--- src/rtl/dnn_layer_seq.sv ---
// dnn_layer_seq: sequential dense layer, one input feature per cycle across all neurons in parallel
module dnn_layer_seq #(
  parameter int N_IN    = 4,
  parameter int N_OUT   = 4,
  parameter int DW      = 5,
  parameter int ACC_W   = 17,
  parameter int RELU_EN = 0
) (
  input  logic                        clk,
  input  logic                        rst,
  input  logic                        in_valid,
  output logic                        in_ready,
  input  logic [N_IN*DW-1:0]          x_flat,
  input  logic [N_IN*N_OUT*DW-1:0]    w_flat,
  output logic                        out_valid,
  input  logic                        out_ready,
  output logic [N_OUT*ACC_W-1:0]      y_flat,
  output logic                        busy
);
  localparam int AW = 2*DW + $clog2(N_IN) + 1;
  localparam int SW = (AW > ACC_W ? AW : ACC_W) + 1;
  localparam int KW = N_IN > 1 ? $clog2(N_IN) : 1;
  localparam logic signed [SW-1:0] Y_MAX = (SW'(1) <<< (ACC_W-1)) - SW'(1);
  localparam logic signed [SW-1:0] Y_MIN = -Y_MAX - SW'(1);
  typedef enum logic [1:0] {IDLE, MAC, DONE} state_t;
  state_t                      state;
  logic [KW-1:0]               k;
  logic [N_IN*DW-1:0]          x_r;
  logic [N_IN*N_OUT*DW-1:0]    w_r;
  logic signed [AW-1:0]        acc [N_OUT];
  logic signed [AW-1:0]        sum [N_OUT];
  logic signed [ACC_W-1:0]     y_next [N_OUT];
  logic signed [DW-1:0]        xk;
  logic                        accept;
  logic                        last;
  assign in_ready = state == IDLE || (state == DONE && out_ready);
  assign accept   = in_valid && in_ready;
  assign last     = k == KW'(N_IN-1);
  assign xk       = x_r[int'(k)*DW +: DW];
  for (genvar j = 0; j < N_OUT; j++) begin : g_neuron
    logic signed [DW-1:0] wk;
    logic signed [SW-1:0] sx;
    logic signed [SW-1:0] sat;
    assign wk        = w_r[(int'(k)*N_OUT + j)*DW +: DW];
    assign sum[j]    = acc[j] + AW'(xk) * AW'(wk);
    assign sx        = SW'(sum[j]);
    assign sat       = sx > Y_MAX ? Y_MAX : sx < Y_MIN ? Y_MIN : sx;
    assign y_next[j] = (RELU_EN != 0 && sat[SW-1]) ? '0 : ACC_W'(sat);
  end
  // control FSM, operand capture, accumulation and result register
  always_ff @(posedge clk or posedge rst) begin
    if (rst) begin
      state     <= IDLE;
      k         <= '0;
      out_valid <= 1'b0;
      busy      <= 1'b0;
      y_flat    <= '0;
      x_r       <= '0;
      w_r       <= '0;
      for (int j = 0; j < N_OUT; j++) acc[j] <= '0;
    end else if (accept) begin
      state     <= MAC;
      k         <= '0;
      busy      <= 1'b1;
      out_valid <= 1'b0;
      x_r       <= x_flat;
      w_r       <= w_flat;
      for (int j = 0; j < N_OUT; j++) acc[j] <= '0;
    end else if (state == MAC) begin
      for (int j = 0; j < N_OUT; j++) acc[j] <= sum[j];
      k <= k + KW'(1);
      if (last) begin
        state     <= DONE;
        busy      <= 1'b0;
        out_valid <= 1'b1;
        k         <= '0;
        for (int j = 0; j < N_OUT; j++) y_flat[j*ACC_W +: ACC_W] <= y_next[j];
      end
    end else if (state == DONE && out_ready) begin
      state     <= IDLE;
      out_valid <= 1'b0;
    end
  end
endmodule

--- config.mk ---
export PLATFORM = sky130hd
export DESIGN_NAME = dnn_layer_seq
export DESIGN_NICKNAME = d
export VERILOG_FILES = /design/src/rtl/dnn_layer_seq.sv
export SDC_FILE = /design/constraint.sdc
export NUM_CORES = 1
export LEC_CHECK = 0
export ABC_AREA = 1
export CORE_MARGIN = 2
export CORE_UTILIZATION = 52
export CTS_CLUSTER_DIAMETER = 80
export DETAILED_ROUTE_END_ITERATION = 16
export GPL_TIMING_DRIVEN = 0
export PLACE_DENSITY = 0.78
export SYNTH_ARGS = -nofsm -noshare
export SYNTH_HDL_FRONTEND = slang
export SYNTH_SLANG_ARGS = --single-unit
--- constraint.sdc ---
create_clock -name clk -period 6.7 [get_ports clk]
set_input_delay 0.67 -clock clk [delete_from_list [all_inputs] [get_ports clk]]
set_output_delay 0.67 -clock clk [all_outputs]
set_load 0.01 [all_outputs]
; Yosys cells after proc, flatten, opt, wreduce, memory -nomap -nowiden
; Cells that the tools add are included.
[word_totals]
output_inout_bits = 71
word_cells = 80
ff_bits = 226
[classes]
mux = 24
n_addsub = 8
shifts = 5
n_eq_ne = 4
multipliers = 9
n_reduce_logical = 10
bitwise = 1
magnitude_cmp = 8
[op_table]
columns = operator, n
row1 = 80-bit by 9-bit indexed part select with 5-bit output, 3
row2 = 17-bit two-way mux, 8
row3 = 52-bit two-way mux, 2
row4 = 80-bit by 8-bit indexed part select with 5-bit output, 1
row5 = 13-bit by 17-bit > comparator with 1-bit output (second input constant), 4
row6 = 13-bit by 17-bit < comparator with 1-bit output (second input constant), 4
row7 = 13-bit by 10-bit adder with 13-bit output, 4
row8 = 5-bit by 5-bit multiplier with 10-bit output, 4
row9 = 5-bit by 3-bit multiplier with 8-bit output (second input constant), 3
row10 = 20-bit by 6-bit indexed part select with 5-bit output, 1
row11 = 2-bit two-way mux, 7
row12 = 4-bit by 2-bit adder with 5-bit output (second input constant), 2
row13 = 2-bit by 3-bit multiplier with 5-bit output (second input constant), 2
row14 = 1-bit two-way mux, 7
row15 = 4-bit by 1-bit adder with 5-bit output (second input constant), 1
row16 = 2-bit equality test (second input constant), 2
row17 = 2-bit AND reduction, 2
row18 = 2-bit nonzero test, 2
row19 = 3-bit inequality test (second input constant), 1
row20 = 3-bit AND reduction, 1
row21 = 3-bit nonzero test, 1
row22 = 2-bit by 1-bit adder with 2-bit output (second input constant), 1
row23 = 2-bit by 1-bit equality test with 1-bit output (second input constant), 1
row24 = 1-bit logical AND, 2
row25 = 3 further kinds, 3

; Longest topological paths before layout
[logic_depth]
word_depth = 8
mapped_depth = 26

; Least setup slack after synthesis
; No wires, ideal clock.
[synth_timing]
path_kind = flip-flop to flip-flop
startpoint = register k[0]
endpoint = register acc[50] (netlist name)
arrival_ns = 4.786
path_stages_with_launch = 23
n_path_buf = 3
slack_ns = 1.793
setup_ns = 0.121
required_ns = 6.579
path_cell_list = dfrtp_1 buf_6 nor2_1 inv_1 a32o_1 buf_2 buf_2 nor2_1 fa_1 inv_1 fa_1 inv_1 fa_1 fa_1 inv_1 fa_1 inv_1 nand3_1 nand2_1 nand2_1 nand3_1 nand2_1 a22o_1
[synth_via]
elab_chain_cells = 6
[synth_lines]
columns = element, line
row1 = "start, declared", 27  ; logic [KW-1:0] k;
row2 = "start signal, assigned", 71  ; k <= k + KW'(1);
row3 = 2-bit by 3-bit multiplier with 5-bit output, "39, 44"
row4 = 80-bit by 8-bit indexed part select with 5-bit output / 20-bit by 6-bit indexed part select with 5-bit output (equally long branches), "44, 39"
row5 = 5-bit by 5-bit multiplier with 10-bit output *, 45  ; assign sum[j] = acc[j] + AW'(xk) * AW'(wk);
row6 = 13-bit by 10-bit adder with 13-bit output *, 45
row7 = 52-bit two-way mux *, 69  ; end else if (state == MAC) begin
row8 = 52-bit two-way mux *, 61  ; end else if (accept) begin
row9 = "end, declared", 30  ; logic signed [AW-1:0] acc [N_OUT];
; Every way passes the cells marked *; elsewhere a longest branch is shown, timed or not. The select of a mux whose other input is x is not followed.
; A chain may end at the register's enable or synchronous reset.

; Worst setup path after layout
; Same ends and word-level chain as after synthesis.

==> impl_metrics.ini <==
[grt]
overflow = 0
grt.total_usage_pct = 27.3
antenna_found_initial = 0
grt_pass1_wl_mm = 66.2
grt_pass1_vias = 12700
grt_max_degree = 125

[cts]
postCtsHoldBufs = 0
clock-sinks = 213
clk_latency_ns = 0.54
path_clk_slew_ns = 0.06
clock_tree.buffer_depth = 3
cts_buffers = 25
ctsResizeCount = 0
clockRootBuffer = clkbuf_16
cts_setup_buffers = 0
h-tree-depth = 1
cts_tree = done

[finish]
final_cell_mix = nand2_1 (408), inv_1 (235), dfrtp_1 (213), clkdlybuf4s50_1 (174), fa_1 (136)
drive_above_1_share_pct = 10.9
final_common_cell = nand2_1
fillCellCount = 2363
design.final.nets = 2215
area_delta_synth_final_pct = 20.1
instances_no_fill = 2275
n_antenna_cell = 0

[placed_design]
hpwl_mm = 31.9
dp.cells = 2229
portBuffers = 174
gp_congestion = 0.938

[drt]
drc = 0
wl_mm = 41.3
initialDrtViolationCount = 975
via_per_inst = 5.46
drtPass1Iterations = 8
wl_per_cell_um = 18.1
ant_nets = 0
vias = 12400

[status]
status = complete, no violations

[job]
maxCapViolations = 0

[min_path]
hold_start = y_flat[45]$_DFFE_PP0P_
hold_class = flip-flop to flip-flop
hold_end = y_flat[45]$_DFFE_PP0P_
worstHoldPathCells = 2

[synthesis]
async_flop_share_pct = 100
synth_seq_area_share_pct = 34.4
yosysUniqueCellTypes = 38
ys.flop_type = dfrtp_1
syn_area_per_cell_sq_um = 9.31
synth-edff-count = 0
synth_seq_cells = 213
syn-cell-area_sq_um = 15500
synth_nets = 2013
yosys_warnings = 0
synthCells = 1664

[die]
chipWidth_um = 177
dieArea_sq_um = 31200
initial_utilization_pct = 52.5
core_sq_um = 29500
ioPinCount = 175
die_h_um = 177
num_rows = 63

[timing]
max_freq_ghz = 0.168
slew-limit-headroom_pct = 33.8
fin_crit_ns = 5.97
setup_tns_ns = 0
maxSlewViolCount = 0
final_hold_viol_count = 0
setup_violations = 0
finalCritPeriodShare_pct = 89.1
fin_worst_skew_ns = 0.00951
rsz0062_at_grt = no
worstMarginPinSlew_ns = 0.989

[critical_path]
r2r_slack_ns = 0.73
critPathMaxFanout = 10
path_class = flip-flop to flip-flop
required_ns = 7.13
arrival_ns = 6.39
crit_chain = inv_1 -> buf_4 -> buf_2 -> nand2_1 -> a32oi_1 -> inv_2 -> nor2_1 -> fa_1 -> inv_1 -> fa_1 -> inv_1 -> fa_1 -> fa_1 -> inv_1 -> fa_1 -> inv_1 -> nand3_1 -> nand2_1 -> nand2_1 -> nand3_1 -> nand2_1 -> a22o_1
rr_startpoint = k[0]$_DFFE_PP0P_
r2r-end = acc[50]$_DFFE_PP0P_
cpPeakStageDelay_ns = 0.78
crit_path_end_kind = flip-flop
r2r_cells = 22
cp-start-kind = flip-flop
critPathSlowestCell = nor2_1
-- through the flow --
stage | setup slack (ns) | utilization (%) | instance area (sq um) | hold WS [ns]
6_report | 0.733 | 63.1 | 18600 | 0.484
5_1_grt | 0.296 | 63.1 | 18600 | 0.502
4_1_cts | 0.824 | 63.1 | 18600 | 0.486
3_5_place_dp | 0.809 | 60.2 | 17700 | 0.470
3_3_place_gp | -2.54 | 60.1 | 17700 | 0.464
2_1_floorplan | 0.207 | - | 15500 | 0.459
-- kinds of logic (layout without fill, tap and decap cells) --
| logic type | count (synthesis) | in the layout | synth area share [%] |
|---|---|---|---|
| compound gates | 179 | 179 | 7.13 |
| xor+xnor | 16 | 16 | 0.905 |
| fa+ha+maj | 245 | 245 | 26.4 |
| buf+inv | 318 | 539 | 8.79 |
| flops | 213 | 213 | 34.4 |
| mux | 95 | 95 | 6.91 |
| simple gates | 598 | 598 | 15.4 |
-- Yosys cell counts (19+ instances only) --
cell,n,area (sq um)
dfrtp_1,213,5330
nand3_1,52,260
mux2_2,77,867
o21ai_0,53,265
a21oi_1,50,250
buf_4,19,143
buf_2,32,160
nand2_1,408,1530
o21ai_1,30,150
inv_1,236,886
ha_1,109,1360
nor2_1,113,424
fa_1,136,2720
-- critical path, delay by kind of cell (launching register included) --
family	cells	cell delay [ns]
flops	1	0.41
compound gates	2	0.62
fa+ha+maj	5	2.42
simple gates	7	1.40
buf+inv	8	0.99
-- area by class of cell --
cell class | instances | area, sq um | share of cell area [%]
Sequential cell | 213 | 5330 | 28.7
Tap cell | 390 | 488 | 2.62
Buffer | 72 | 438 | 2.35
Inverter | 246 | 931 | 5.00
Clock inverter | 10 | 118 | 0.632
Clock buffer | 36 | 737 | 3.96
Multi-Input combinational cell | 1133 | 8790 | 47.3
Timing Repair Buffer | 175 | 1770 | 9.51
-- routing by layer --
layer	vias up	part of all wire [%]	GRT usage (%)
met5	-	0	0
met4	0	4.9	12.5
met3	122	8.6	5.73
met2	539	46	43.9
met1	6095	41	35.5
li1	5667	-	-
-- state kept, by name, indices dropped and copies added (netlist names) --
signal,flops
w_r,80
y_flat,56
acc,52
x_r,20
k,2
busy,1
out_valid,1
state,1
-- worst max-delay path by stage --
stage | startpoint | endpoint | slack [ns] | depth (start not counted)
4_1_cts | k[0]$_DFFE_PP0P_ | acc[50]$_DFFE_PP0P_ | 0.82 | 22
3_5_place_dp | k[0]$_DFFE_PP0P_ | acc[50]$_DFFE_PP0P_ | 0.81 | 22
5_1_grt | k[0]$_DFFE_PP0P_ | y_flat[50]$_DFFE_PP0P_ | 0.30 | 23
6_report | k[0]$_DFFE_PP0P_ | acc[50]$_DFFE_PP0P_ | 0.73 | 22
2_1_floorplan | rst | acc[0]$_DFFE_PP0P_ | 0.21 | 1
3_3_place_gp | rst | y_flat[45]$_DFFE_PP0P_ | -2.54 | 2
Power is left out: the tool's default activity adds up to more than one toggle a clock period on the data nets, which glitch-free logic cannot reach.
